<file path="src/rtl/traffic_request_conditioner.sv">
// Conditions the raw vehicle-sensor and pedestrian-button inputs into debounced
// levels and sticky request flags for the traffic controller.
module traffic_request_conditioner #(
   parameter int unsigned SYNC_STAGES     = 2,
   parameter int unsigned DEBOUNCE_CYCLES = 4,
   parameter int unsigned CNT_W           = 8
) (
   input  logic       clk,
   input  logic       Reset_n,
   input  logic       Sensor,
   input  logic       Walk_Request,
   input  logic       Sensor_Ack,
   input  logic       Walk_Ack,
   output logic       Sensor_Level,
   output logic       Walk_Level,
   output logic       Sensor_Pending,
   output logic       Walk_Pending,
   output logic [3:0] Walk_Dropped
);

   localparam logic [CNT_W-1:0] CntMax = CNT_W'(DEBOUNCE_CYCLES - 1);

   // Channel index 0 is the vehicle sensor, index 1 the pedestrian button.
   logic [1:0]             raw, ack, s;
   logic [1:0]             st_q, st_d;
   logic [1:0]             pend_q, pend_d;
   logic [1:0]             rise;
   logic [SYNC_STAGES-1:0] sync_q [2];
   logic [CNT_W-1:0]       cnt_q  [2];
   logic [CNT_W-1:0]       cnt_d  [2];
   logic [3:0]             drop_q, drop_d;

   assign raw = {Walk_Request, Sensor};
   assign ack = {Walk_Ack, Sensor_Ack};
   assign s   = {sync_q[1][SYNC_STAGES-1], sync_q[0][SYNC_STAGES-1]};

   always_comb begin
      st_d   = st_q;
      pend_d = pend_q;
      rise   = '0;
      for (int i = 0; i < 2; i++) begin
         cnt_d[i] = '0;
         if (s[i] != st_q[i]) begin
            if (cnt_q[i] == CntMax) begin
               st_d[i] = s[i];
               rise[i] = s[i];
            end else begin
               cnt_d[i] = cnt_q[i] + CNT_W'(1);
            end
         end
         // A rise beats a simultaneous ack so no request is ever lost.
         if (rise[i]) begin
            pend_d[i] = 1'b1;
         end else if (ack[i]) begin
            pend_d[i] = 1'b0;
         end
      end
   end

   always_comb begin
      drop_d = drop_q;
      if (rise[1] && pend_q[1] && !Walk_Ack && (drop_q != 4'hF)) begin
         drop_d = drop_q + 4'd1;
      end
   end

   always_ff @(posedge clk or negedge Reset_n) begin
      if (!Reset_n) begin
         for (int i = 0; i < 2; i++) begin
            sync_q[i] <= '0;
            cnt_q[i]  <= '0;
         end
         st_q   <= '0;
         pend_q <= '0;
         drop_q <= '0;
      end else begin
         for (int i = 0; i < 2; i++) begin
            sync_q[i] <= {sync_q[i][SYNC_STAGES-2:0], raw[i]};
            cnt_q[i]  <= cnt_d[i];
         end
         st_q   <= st_d;
         pend_q <= pend_d;
         drop_q <= drop_d;
      end
   end

   assign Sensor_Level   = st_q[0];
   assign Walk_Level     = st_q[1];
   assign Sensor_Pending = pend_q[0];
   assign Walk_Pending   = pend_q[1];
   assign Walk_Dropped   = drop_q;

endmodule

</file>
<file path="config.mk">
export PLATFORM = sky130hd
export DESIGN_NAME = traffic_request_conditioner
export DESIGN_NICKNAME = d
export VERILOG_FILES = /design/src/rtl/traffic_request_conditioner.sv
export SDC_FILE = /design/constraint.sdc
export NUM_CORES = 1
export LEC_CHECK = 0
export BUFFER_PORTS_ARGS = -buffer_cell sky130_fd_sc_hd__buf_2
export CAP_MARGIN = 10
export CORE_ASPECT_RATIO = 0.7
export CORE_UTILIZATION = 60
export CTS_CLUSTER_DIAMETER = 150
export DETAILED_ROUTE_END_ITERATION = 6
export GPL_TIMING_DRIVEN = 0
export PLACE_DENSITY = 0.85
export REMOVE_ABC_BUFFERS = 1
export SYNTH_ARGS = -nofsm -noshare
export SYNTH_HDL_FRONTEND = slang
export SYNTH_SLANG_ARGS = --single-unit
</file>
<file path="constraint.sdc">
create_clock -name clk -period 3.15 [get_ports clk]
set_clock_uncertainty 0.1 [all_clocks]
set_input_delay 0.315 -clock clk [delete_from_list [all_inputs] [get_ports clk]]
set_output_delay 0.315 -clock clk [all_outputs]
set_load 0.005 [all_outputs]
</file>
==> Word level (Yosys, flattened, before mapping) <==
Index checks and enable logic that the tools add are counted.
{ "op_classes": {"add_sub_neg": 3, "n_eq_ne": 5, "n_mux": 12, "n_reduce_logical": 8} }
{ "op_table": {"columns": ["cell", "n"], "rows": [
  ["$mux 8", 4],
  ["$add 8x1->8 const B", 2],
  ["$eq 8x2->1 const B", 2],
  ["$mux 1", 8],
  ["$add 4x1->4 const B", 1],
  ["$ne 4x4->1 const B", 1],
  ["$reduce_and 2->1", 2],
  ["$reduce_bool 2->1", 2],
  ["$logic_and 1x1->1", 3],
  ["$ne 1x1->1", 2],
  ["$logic_not 1->1", 1]
]} }
{ "totals": {"regBits": 28, "input_bits": 6, "output_inout_bits": 8, "word_cells": 37} }

==> Longest topological paths before layout <==
Gate-level depths: netlist of the first run.
{ "logic_depth": {"word_depth": 6, "ltp_mapped": 5, "depth_no_buf": 5} }

==> Worst setup path before layout of the first run <==
OpenSTA, ideal clock, no wires.
{ "synth_timing": {"kind": "reg2reg", "startpoint": "register drop_q[0], in the netlist Walk_Dropped[0]", "endpoint": "register drop_q[1], in the netlist Walk_Dropped[1]", "setup_time_ps": 127, "arrival_time_ps": 1618, "t_required_ps": 2923, "slack_ps": 1305, "stages_incl_launch_ff": 6, "path_buffers": 0, "synth_period_minus_slack_ps": 1845, "cell_sequence": "dfrtp_1 -> ha_1 -> and3_1 -> or4_4 -> nor2_4 -> mux2_1"} }
{ "synth_between": {"elab_chain_cells": 2} }
{ "synth_lines": {"columns": ["item", "line_no", "rtl"], "rows": [
  ["start, declared", "31", "logic [3:0] drop_q, drop_d;"],
  ["start signal, assigned", "83", "drop_q <= drop_d;"],
  ["parallel branches: the longest is 2 deep, another holds $add 4x1->4", null, null]
]} }
Several ways; the timed one is not identified.
A chain may end at the register's enable or synchronous reset.

==> Final worst setup path of the first run <==
Same ends and word-level chain as after synthesis.

==> results of run 1 <==
-- metrics by stage --
step	cells	power [mW]	worst slack (ns)	utilization (%)	hold WS [ns]
CTS	146	0.8179	1.202	73.28	0.03318
finish	146	0.8120	1.216	73.28	0.03799
detailed placement	139	0.6415	1.221	69.76	0.2410
global route	146	0.8588	1.156	73.28	0.03150
floorplan	104	0.5720	1.305	-	-0.08059
global placement	139	0.6265	1.273	69.76	0.2348
-- registers in the layout, indices dropped and copies added, names as in the netlist --
signal and flops:
Walk_Dropped 4, cnt_q 16, pend_q 2, s 2, st_q 2, sync_q 2
-- power breakdown --
group	internal, mW	switching [mW]	total (mW)
Combinational	0.0795	0.105	0.184
Sequential	0.407	0.0445	0.452
Clock	0.0709	0.105	0.176
Total	0.558	0.254	0.812
-- cell usage in the layout (no fill, tap or decap), types with 2 or more instances in the layout --
cell	instances
xor2_1	11
buf_2	13
dlygate4sd3_1	3
nor3_2	2
and3_1	5
nand3_1	7
dfrtp_1	28
inv_1	5
and2_1	3
nand2_1	3
nor2_1	16
clkbuf_4	3
mux2_1	2
xnor2_1	5
ha_1	3
-- cell families (layout without fill, tap and decap cells) --
family,Yosys count,after routing,synth area share [%]
mux,3,3,2.658
xor+xnor,16,16,11.45
fa+ha+maj,3,3,3.068
buf+inv,5,25,1.534
simple gates,45,45,21.98
flops,28,28,57.26
compound gates,4,4,2.045
-- worst max-delay path by stage --
stage | from | to | slack [ns]
2_1_floorplan | Walk_Dropped[0] | Walk_Dropped[1] | 1.30
3_3_place_gp | Walk_Dropped[0] | Walk_Dropped[1] | 1.27
3_5_place_dp | Walk_Dropped[0] | Walk_Dropped[1] | 1.22
4_1_cts | Walk_Dropped[0] | Walk_Dropped[1] | 1.20
5_1_grt | Walk_Dropped[0] | Walk_Dropped[1] | 1.16
6_report | Walk_Dropped[0] | Walk_Dropped[1] | 1.22
-- cell usage after synthesis, types with 2 or more instances --
cell type / number / area [µm²]
and2_1: 3 / 18.77
and3_1: 5 / 31.28
dfrtp_1: 28 / 700.7
ha_1: 3 / 37.54
inv_1: 5 / 18.77
mux2_1: 2 / 22.52
nand2_1: 3 / 11.26
nand3_1: 7 / 35.03
nor2_1: 16 / 60.06
nor3_2: 2 / 20.02
xnor2_1: 5 / 43.79
xor2_1: 11 / 96.34
-- routing by layer --
metal	share of wire, %	wire [µm]	global-route usage (%)
met1	43	899	23.62
met4	0.77	16	7.927
met2	52	1092	41.37
met3	3.6	75	6.271
met5	0	0	0
-- layout make-up --
class                      instances  area [µm²]  area share, %
inverter                           5       18.77          1.357
multi-input combinational         71       504.2          36.47
sequential                        28       700.7          50.68
tap                               22       27.53          1.991
clock buffer                       4       36.28          2.624
timing repair buffer              16       95.09          6.878
==> run metrics, run 1 <==
outcome finished clean; setup tns final 0 ns; Routed Antenna Nets 0; Worst VDD drop about 0.42 mV; GR Util All Layers a little over a fifth; CTS resizes 0; Hold Crit Start Sensor_Ack; Std-Cell Rows 13; fin nets between 100 and 150; hold_buf cts 3; # fillers roughly 130; Post-Route WL between 2000 and 2500 µm; CTS tree built; Worst-path clk slew 0.14 ns; Initial Utilization roughly two thirds; DRC Markers 0; placed inst area 1316 µm²; Hold Crit Class in2reg; Via-to-Cell Ratio between 5 and 6; Hold Fails Final Rpt 0; GP Congestion ~0.78; IO Pins 14; CP max stage cell or4_4; worst hold path depth 2; Initial DRT Pass Iterations 4; die height 39.79 µm; max cap viols 0; vias in the first global route 803; CP Cell Sequence ha_1 -> and3_1 -> or4_4 -> nor2_4 -> mux2_1; WS Path Type reg2reg; worst endpoint required time about 3.3 ns; Cell Pwr Density 587.3 nW/µm²; Post-Syn Area per Cell 11.77 µm²; Leak Pwr approximately 0.66 nW; initial antenna violation count 0; Critical Path Fanout Max 4; drt initial violations 10; CTS Sinks 28; fin crit share between 60% and 70%; Post-DP HPWL around 1600 µm; Core ar. ~1900 µm²; worst reg-to-reg path cell count 5; Slew @ Worst Pin between 0.6 and 0.7 ns; final worst path period need 1.934 ns; Async SR Flop Fraction 100.0%; final setup fails 0; antenna fix cells 0; largest delay contributor family on the critical path simple AND/OR/NAND/NOR gates; Final Max Slew Viols 0; first-pass GRT wire length approximately 3400 µm; CP peak stage delay 0.46 ns; routed len/inst roughly 14 µm; sequential fraction of the synthesis area between 50% and 60%; Worst-Skew Late Latency roughly 0.33 ns; Main synth FF type dfrtp_1; reg2reg start Walk_Dropped[0]; WP buf/inv 0; Synth Warn # 0; Layout area overhead 12.99%; largest net degree at the start of global routing 29; layout cells sized above 1 between 10% and 20%; Syn Std Cell Area 1224 µm²; crit start category flop; post-CTS setup buffer count 0; Design Area, Final about 1400 µm²; Fmax achieved about 520 MHz; Port Buffers 13; Distinct cells, synth 26; Rel. slew slack approximately 59%; Post-synth EDFFs 0; CP Depth 5; reg2reg setup slack 1.22 ns; Setup crit end kind flop; htree depth 1; crit path DAT 2.06 ns; Gate Count Post-Synth 104; Clock Path Buffers 2; via count about 800; CTS buffer count 3; worst min-delay path endpoint pend_q[0]; GRT Residual Overflow 0; root buffer cell clkbuf_4; RSZ-0062 raised after global routing false; DIE WIDTH between 50 and 60 µm; Die Footprint roughly 2200 µm²; worst reg2reg endpoint Walk_Dropped[1]; post-synthesis register bit count 28
Power figures use the tool's default switching activity.
==> inputs of run 2 (changes only) <==
--- a/config.mk
+++ b/config.mk
@@ -8,11 +8,11 @@
 export BUFFER_PORTS_ARGS = -buffer_cell sky130_fd_sc_hd__buf_2
 export CAP_MARGIN = 10
 export CORE_ASPECT_RATIO = 0.7
-export CORE_UTILIZATION = 60
+export CORE_UTILIZATION = 50
 export CTS_CLUSTER_DIAMETER = 150
 export DETAILED_ROUTE_END_ITERATION = 6
 export GPL_TIMING_DRIVEN = 0
-export PLACE_DENSITY = 0.85
+export PLACE_DENSITY = 0.76
 export REMOVE_ABC_BUFFERS = 1
 export SYNTH_ARGS = -nofsm -noshare
 export SYNTH_HDL_FRONTEND = slang
==> constraint.sdc (replaced) <==
create_clock -name clk -period 1.7 [get_ports clk]
set_clock_uncertainty 0.1 [all_clocks]
set_input_delay 0.17 -clock clk [delete_from_list [all_inputs] [get_ports clk]]
set_output_delay 0.17 -clock clk [all_outputs]
set_load 0.005 [all_outputs]
==> run metrics, run 2 (synthesized netlist as in run 1, its figures left out) <==
fin nets 142 (+6.0%); worst endpoint required time 1.82 ns (-1.46 ns); WS Path Type reg2reg; Fmax achieved 545.9 MHz (+5.6%); final setup fails 4 (+4); vias in the first global route 771 (-4.0%); final worst path period need 1.832 ns (-0.1022 ns); Std-Cell Rows 14 (+1); die height 43.39 µm (+9.1%); Clock Path Buffers 2 (unchanged); worst reg-to-reg path cell count 5 (unchanged); Initial Utilization 55.01% (-9.8 points); antenna fix cells 0 (unchanged); GR Util All Layers 17.72% (-3.8 points); CTS buffer count 3 (unchanged); Leak Pwr 0.7222 nW (+8.8%); most common cell after layout, fill and taps aside dfrtp_1; GP Congestion 0.7551 (-2.9%); layout cells sized above 1 24.24% (+4.9 points); Layout area overhead 21.06%; RSZ-0062 raised after global routing true; Most flops, register cnt_q; Core ar. 2225 µm² (+18%); Fin Hold WS 0.2766 ns (+0.2386 ns); largest net degree at the start of global routing 29 (unchanged); DRC Markers 0 (unchanged); Critical Path Fanout Max 3 (-1); fin util 66.59% (-6.7 points); Routed Antenna Nets 0 (unchanged); IO Pins 14 (unchanged); initial antenna violation count 0 (unchanged); DIE WIDTH 61.13 µm (+9.2%); first-pass GRT wire length 3353 µm (-0.42%); # fillers 178 (+35%); max cap viols 0 (unchanged); Via-to-Cell Ratio 4.988 (-8.4%); placed insts 149 (+7.2%); Rel. slew slack 60.18% (+0.84 points); Setup crit end kind flop; Slew @ Worst Pin 0.5974 ns (-0.01266 ns); Hold Crit Class in2async; total power 1.516 mW (+87%); Worst-Skew Late Latency 0.32 ns (about the same); Post-DP HPWL 1412 µm (-10%); Post-Route WL 2047 µm (-1.7%); Die Footprint 2652 µm² (+19%); Placement Setup Slack -0.1954 ns (-1.416 ns); CTS tree built; Worst-path clk slew 0.13 ns (about the same); Final Max Slew Viols 0 (unchanged); crit path DAT 1.95 ns (-0.11 ns); fin crit share 107.7% (+46 points); max reg flops 16 (unchanged); Initial DRT Pass Iterations 4 (unchanged); Hold Fails Final Rpt 0 (unchanged); Sequential cell area 700.7 µm² (unchanged); failing checks setup timing; crit start category flop; Multi-input gate area 525.5 µm² (+4.2%); routed len/inst 12.48 µm (-13%); via count 818 (+2.9%); Post-Layout Cell Count 164 (+12%); CTS Sinks 28 (unchanged); Port Buffers 13 (unchanged); root buffer cell clkbuf_4; drt initial violations 32 (+22); most frequent cells in the layout dfrtp_1, nor2_1, buf_2; Worst VDD drop 0.7445 mV (+77%); Cell Pwr Density 1023 nW/µm² (+74%); GRT Residual Overflow 0 (unchanged); htree depth 1 (unchanged); outcome finished with violations; final worst slack -0.1317 ns (-1.348 ns)
## run 2: final timing paths
kind	to	slack, ns	start
max	Walk_Dropped[1]	-0.13	Walk_Dropped[0]
min	cnt_q[8]	0.28	Reset_n
max reg2reg	Walk_Dropped[1]	-0.13	Walk_Dropped[0]
min reg2reg	s[0]	0.28	sync_q[2]
max in group asynchronous	cnt_q[5]	0.83	Reset_n
min in group clk	s[0]	0.28	sync_q[2]
## run 2: what timing repair did
action / 4_1_cts / 5_1_grt
endpoints found under the setup margin: 4 / 4
setup buffers: 2 / 4
resized for setup: 2 / 2
hold buffers: 5 / 0
endpoints found under the hold margin: 32 / 0
pin swaps: 0 / 3
## run 2: critical path: stages (launching register included)
cell and delay (ns):
dfrtp_1 0.42, ha_2 0.19, and3_1 0.13, or4_4 0.45, nor2_4 0.12, mux2_4 0.31
## run 2: layer usage
| layer | routed length [µm] | global-route usage [%] | up-vias | part of all wire [%] |
|---|---|---|---|---|
| met4 | 13 | 2.727 | 0 | 0.64 |
| met5 | 0 | 0 | - | 0 |
| met2 | 987 | 26.52 | 10 | 48 |
| li1 | - | - | 405 | - |
| met1 | 981 | 25.65 | 401 | 48 |
| met3 | 64 | 6.269 | 2 | 3.1 |
## run 2: cell type report
class / instances / area share [%]
Multi-Input combinational cell: 71 / 35.47
Sequential cell: 28 / 47.30
Timing Repair Buffer: 24 / 10.81
Clock buffer: 4 / 2.449
Tap cell: 32 / 2.703
Inverter: 5 / 1.267
## run 2: report_power, final
group          total [mW]  switching [mW]  internal (mW)
Sequential          0.836          0.0815          0.755
Combinational       0.372           0.197          0.175
Clock               0.308           0.177          0.131
Total                1.52           0.455           1.06
## run 2: metrics by stage
step	TNS, ns	area, µm²
floorplan	-0.1452	1224
global placement	-0.1788	1329
detailed placement	-0.1954	1329
CTS	-0.1227	1436
global route	-0.6385	1481
finish	-0.3342	1481
==> inputs of run 3 (changes only) <==
--- a/config.mk
+++ b/config.mk
@@ -7,12 +7,15 @@
 export LEC_CHECK = 0
 export BUFFER_PORTS_ARGS = -buffer_cell sky130_fd_sc_hd__buf_2
 export CAP_MARGIN = 10
+export CELL_PAD_IN_SITES_DETAIL_PLACEMENT = 1
+export CELL_PAD_IN_SITES_GLOBAL_PLACEMENT = 1
 export CORE_ASPECT_RATIO = 0.7
-export CORE_UTILIZATION = 50
+export CORE_MARGIN = 2
+export CORE_UTILIZATION = 40
 export CTS_CLUSTER_DIAMETER = 150
 export DETAILED_ROUTE_END_ITERATION = 6
 export GPL_TIMING_DRIVEN = 0
-export PLACE_DENSITY = 0.76
+export PLACE_DENSITY = 0.75
 export REMOVE_ABC_BUFFERS = 1
 export SYNTH_ARGS = -nofsm -noshare
 export SYNTH_HDL_FRONTEND = slang
==> run metrics, run 3 (synthesized netlist as in run 1, its figures left out) <==
worst hold path depth 4; CP peak stage delay 0.44 ns (about the same); max reg flops 16 (unchanged); gr busiest metal met2; Hold Crit Class in2reg; worst reg-to-reg path cell count 6 (+1); GRT met3 Usage 4.819% (-1.4 points); Port Buffers 13 (unchanged); Rel. slew slack 58.37% (-1.8 points); worst endpoint required time 1.81 ns (about the same); first-pass GRT wire length 4298 µm (+28%); vias in the first global route 921 (+19%); GP Congestion 0.8188 (+8.4%); routed len/inst 14.54 µm (+17%); CTS Sinks 28 (unchanged); GR Util All Layers 16.07% (-1.7 points); drt initial violations 27 (-16%); Worst-Skew Late Latency 0.28 ns (-0.04 ns); final worst path period need 1.825 ns (-0.007087 ns); # fillers 320 (+80%); Final Max Slew Viols 0 (unchanged); layout cells sized above 1 24.43% (+0.19 points); Worst VDD drop 0.5086 mV (-32%); max cap viols 0 (unchanged); placed insts 153 (+2.7%); Die Footprint 3525 µm² (+33%); Post-DP HPWL 1637 µm (+16%); most common cell after layout, fill and taps aside dfrtp_1; via count 838 (+2.4%); crit path DAT 1.93 ns (-0.02 ns); Fin Hold WS 0.2628 ns (-0.01378 ns); total power 1.614 mW (+6.4%); IO Pins 14 (unchanged); final setup fails 4 (unchanged); CP Cell Sequence ha_2 -> and3_4 -> or4_4 -> buf_6 -> nor3_4 -> xor2_1; antenna fix cells 0 (unchanged); met2 Track Usage GR 29.37% (+2.8 points); Setup crit end kind flop; fin crit share 107.3% (-0.42 points); Worst-path clk slew 0.10 ns (-0.03 ns); die height 50.28 µm (+16%); htree depth 1 (unchanged); Clock Path Buffers 2 (unchanged); Layout area overhead 22.70%; WS Path Type reg2reg; Most flops, register cnt_q; Critical Path Fanout Max 2 (-1); Slew @ Worst Pin 0.6244 ns (+0.02705 ns); Via-to-Cell Ratio 5.018 (+0.60%); Std-Cell Rows 16 (+2); Multi-input gate area 521.8 µm² (-0.71%); Routed Antenna Nets 0 (unchanged); final worst slack -0.1246 ns (+0.007087 ns); failing checks setup timing; Initial Utilization 42.74% (-12 points); GRT met1 Usage 18.69% (-7.0 points); most frequent cells in the layout dfrtp_1, nor2_1, buf_2; Post-Route WL 2429 µm (+19%); largest net degree at the start of global routing 29 (unchanged); CTS buffer count 3 (unchanged); Initial DRT Pass Iterations 4 (unchanged); RSZ-0062 raised after global routing true; CTS tree built; crit start category flop; outcome finished with violations; root buffer cell clkbuf_8; initial antenna violation count 0 (unchanged); Sequential cell area 700.7 µm² (unchanged); Post-Layout Cell Count 167 (+1.8%); DRC Markers 0 (unchanged); Cell Pwr Density 1075 nW/µm² (+5.0%); Hold Fails Final Rpt 0 (unchanged); Fmax achieved 548.1 MHz (+0.39%); CP max stage cell or4_4; DIE WIDTH 70.11 µm (+15%); Core ar. 2863 µm² (+29%); Leak Pwr 0.7213 nW (-0.13%); GRT Residual Overflow 0 (unchanged); fin nets 141 (-0.70%)
[run 3: cell types whose count changed in the layout (fill, tap and decap cells not counted), sizes merged]
cell,before,now
buf,19,18
[run 3: final timing paths]
kind                            slack (ns)               to       startpoint
worst max register to register       -0.12  Walk_Dropped[2]  Walk_Dropped[0]
worst min register to register        0.26             s[0]        sync_q[2]
worst max-delay path                 -0.12  Walk_Dropped[2]  Walk_Dropped[0]
worst min-delay path                  0.26  Walk_Dropped[1]         Walk_Ack
min in group asynchronous             0.36        sync_q[0]          Reset_n
max in group asynchronous             0.72        cnt_q[10]          Reset_n
[run 3: power by group]
group | switching [mW] | internal, mW
sequential | 0.0852 | 0.755
combinational | 0.200 | 0.163
clock | 0.203 | 0.207
[run 3: metal layers]
layer / vias to the layer above / wire length (µm)
met3: 2 / 87
met4: 0 / 13
met5: - / 0
li1: 401 / -
met2: 15 / 1213
met1: 420 / 1114
[run 3: metrics by stage]
step | setup WS (ns) | util [%] | instance area (µm²) | setup TNS, ns
6_report | -0.1246 | 52.45 | 1501 | -0.3112
2_1_floorplan | -0.1452 | - | 1224 | -0.1452
4_1_cts | -0.1793 | 51.35 | 1470 | -0.5466
3_5_place_dp | -0.2084 | 46.59 | 1334 | -0.2382
3_3_place_gp | -0.1776 | 46.59 | 1334 | -0.1776
5_1_grt | -0.2056 | 52.45 | 1501 | -0.5599
[run 3: what timing repair did]
| action | CTS | global route |
|---|---|---|
| endpoints found under the setup margin | 4 | 4 |
| endpoints found under the hold margin | 31 | 1 |
| hold buffers | 4 | 1 |
| resized for setup | 3 | 3 |
| buffers inserted | 4 | 1 |
| cloned | 0 | 0 |
| pin swaps | 5 | 5 |
[run 3: area by class of cell]
| cell class | count | area share [%] |
|---|---|---|
| clock buffers | 4 | 3.667 |
| inverters | 5 | 1.250 |
| flip-flops and latches | 28 | 46.67 |
| repair buffers | 23 | 10.67 |
| well taps | 36 | 3.000 |
| multi-input cells | 71 | 34.75 |
[run 3: worst max-delay path: cells and delay by family, from the launching register on]
kind,cells,cell delay (ns)
and+or+nand+nor,3,0.76
xor gates and xnor gates,1,0.15
DFF,1,0.40
adders and majority gates,1,0.19
buffers and inverters,1,0.15
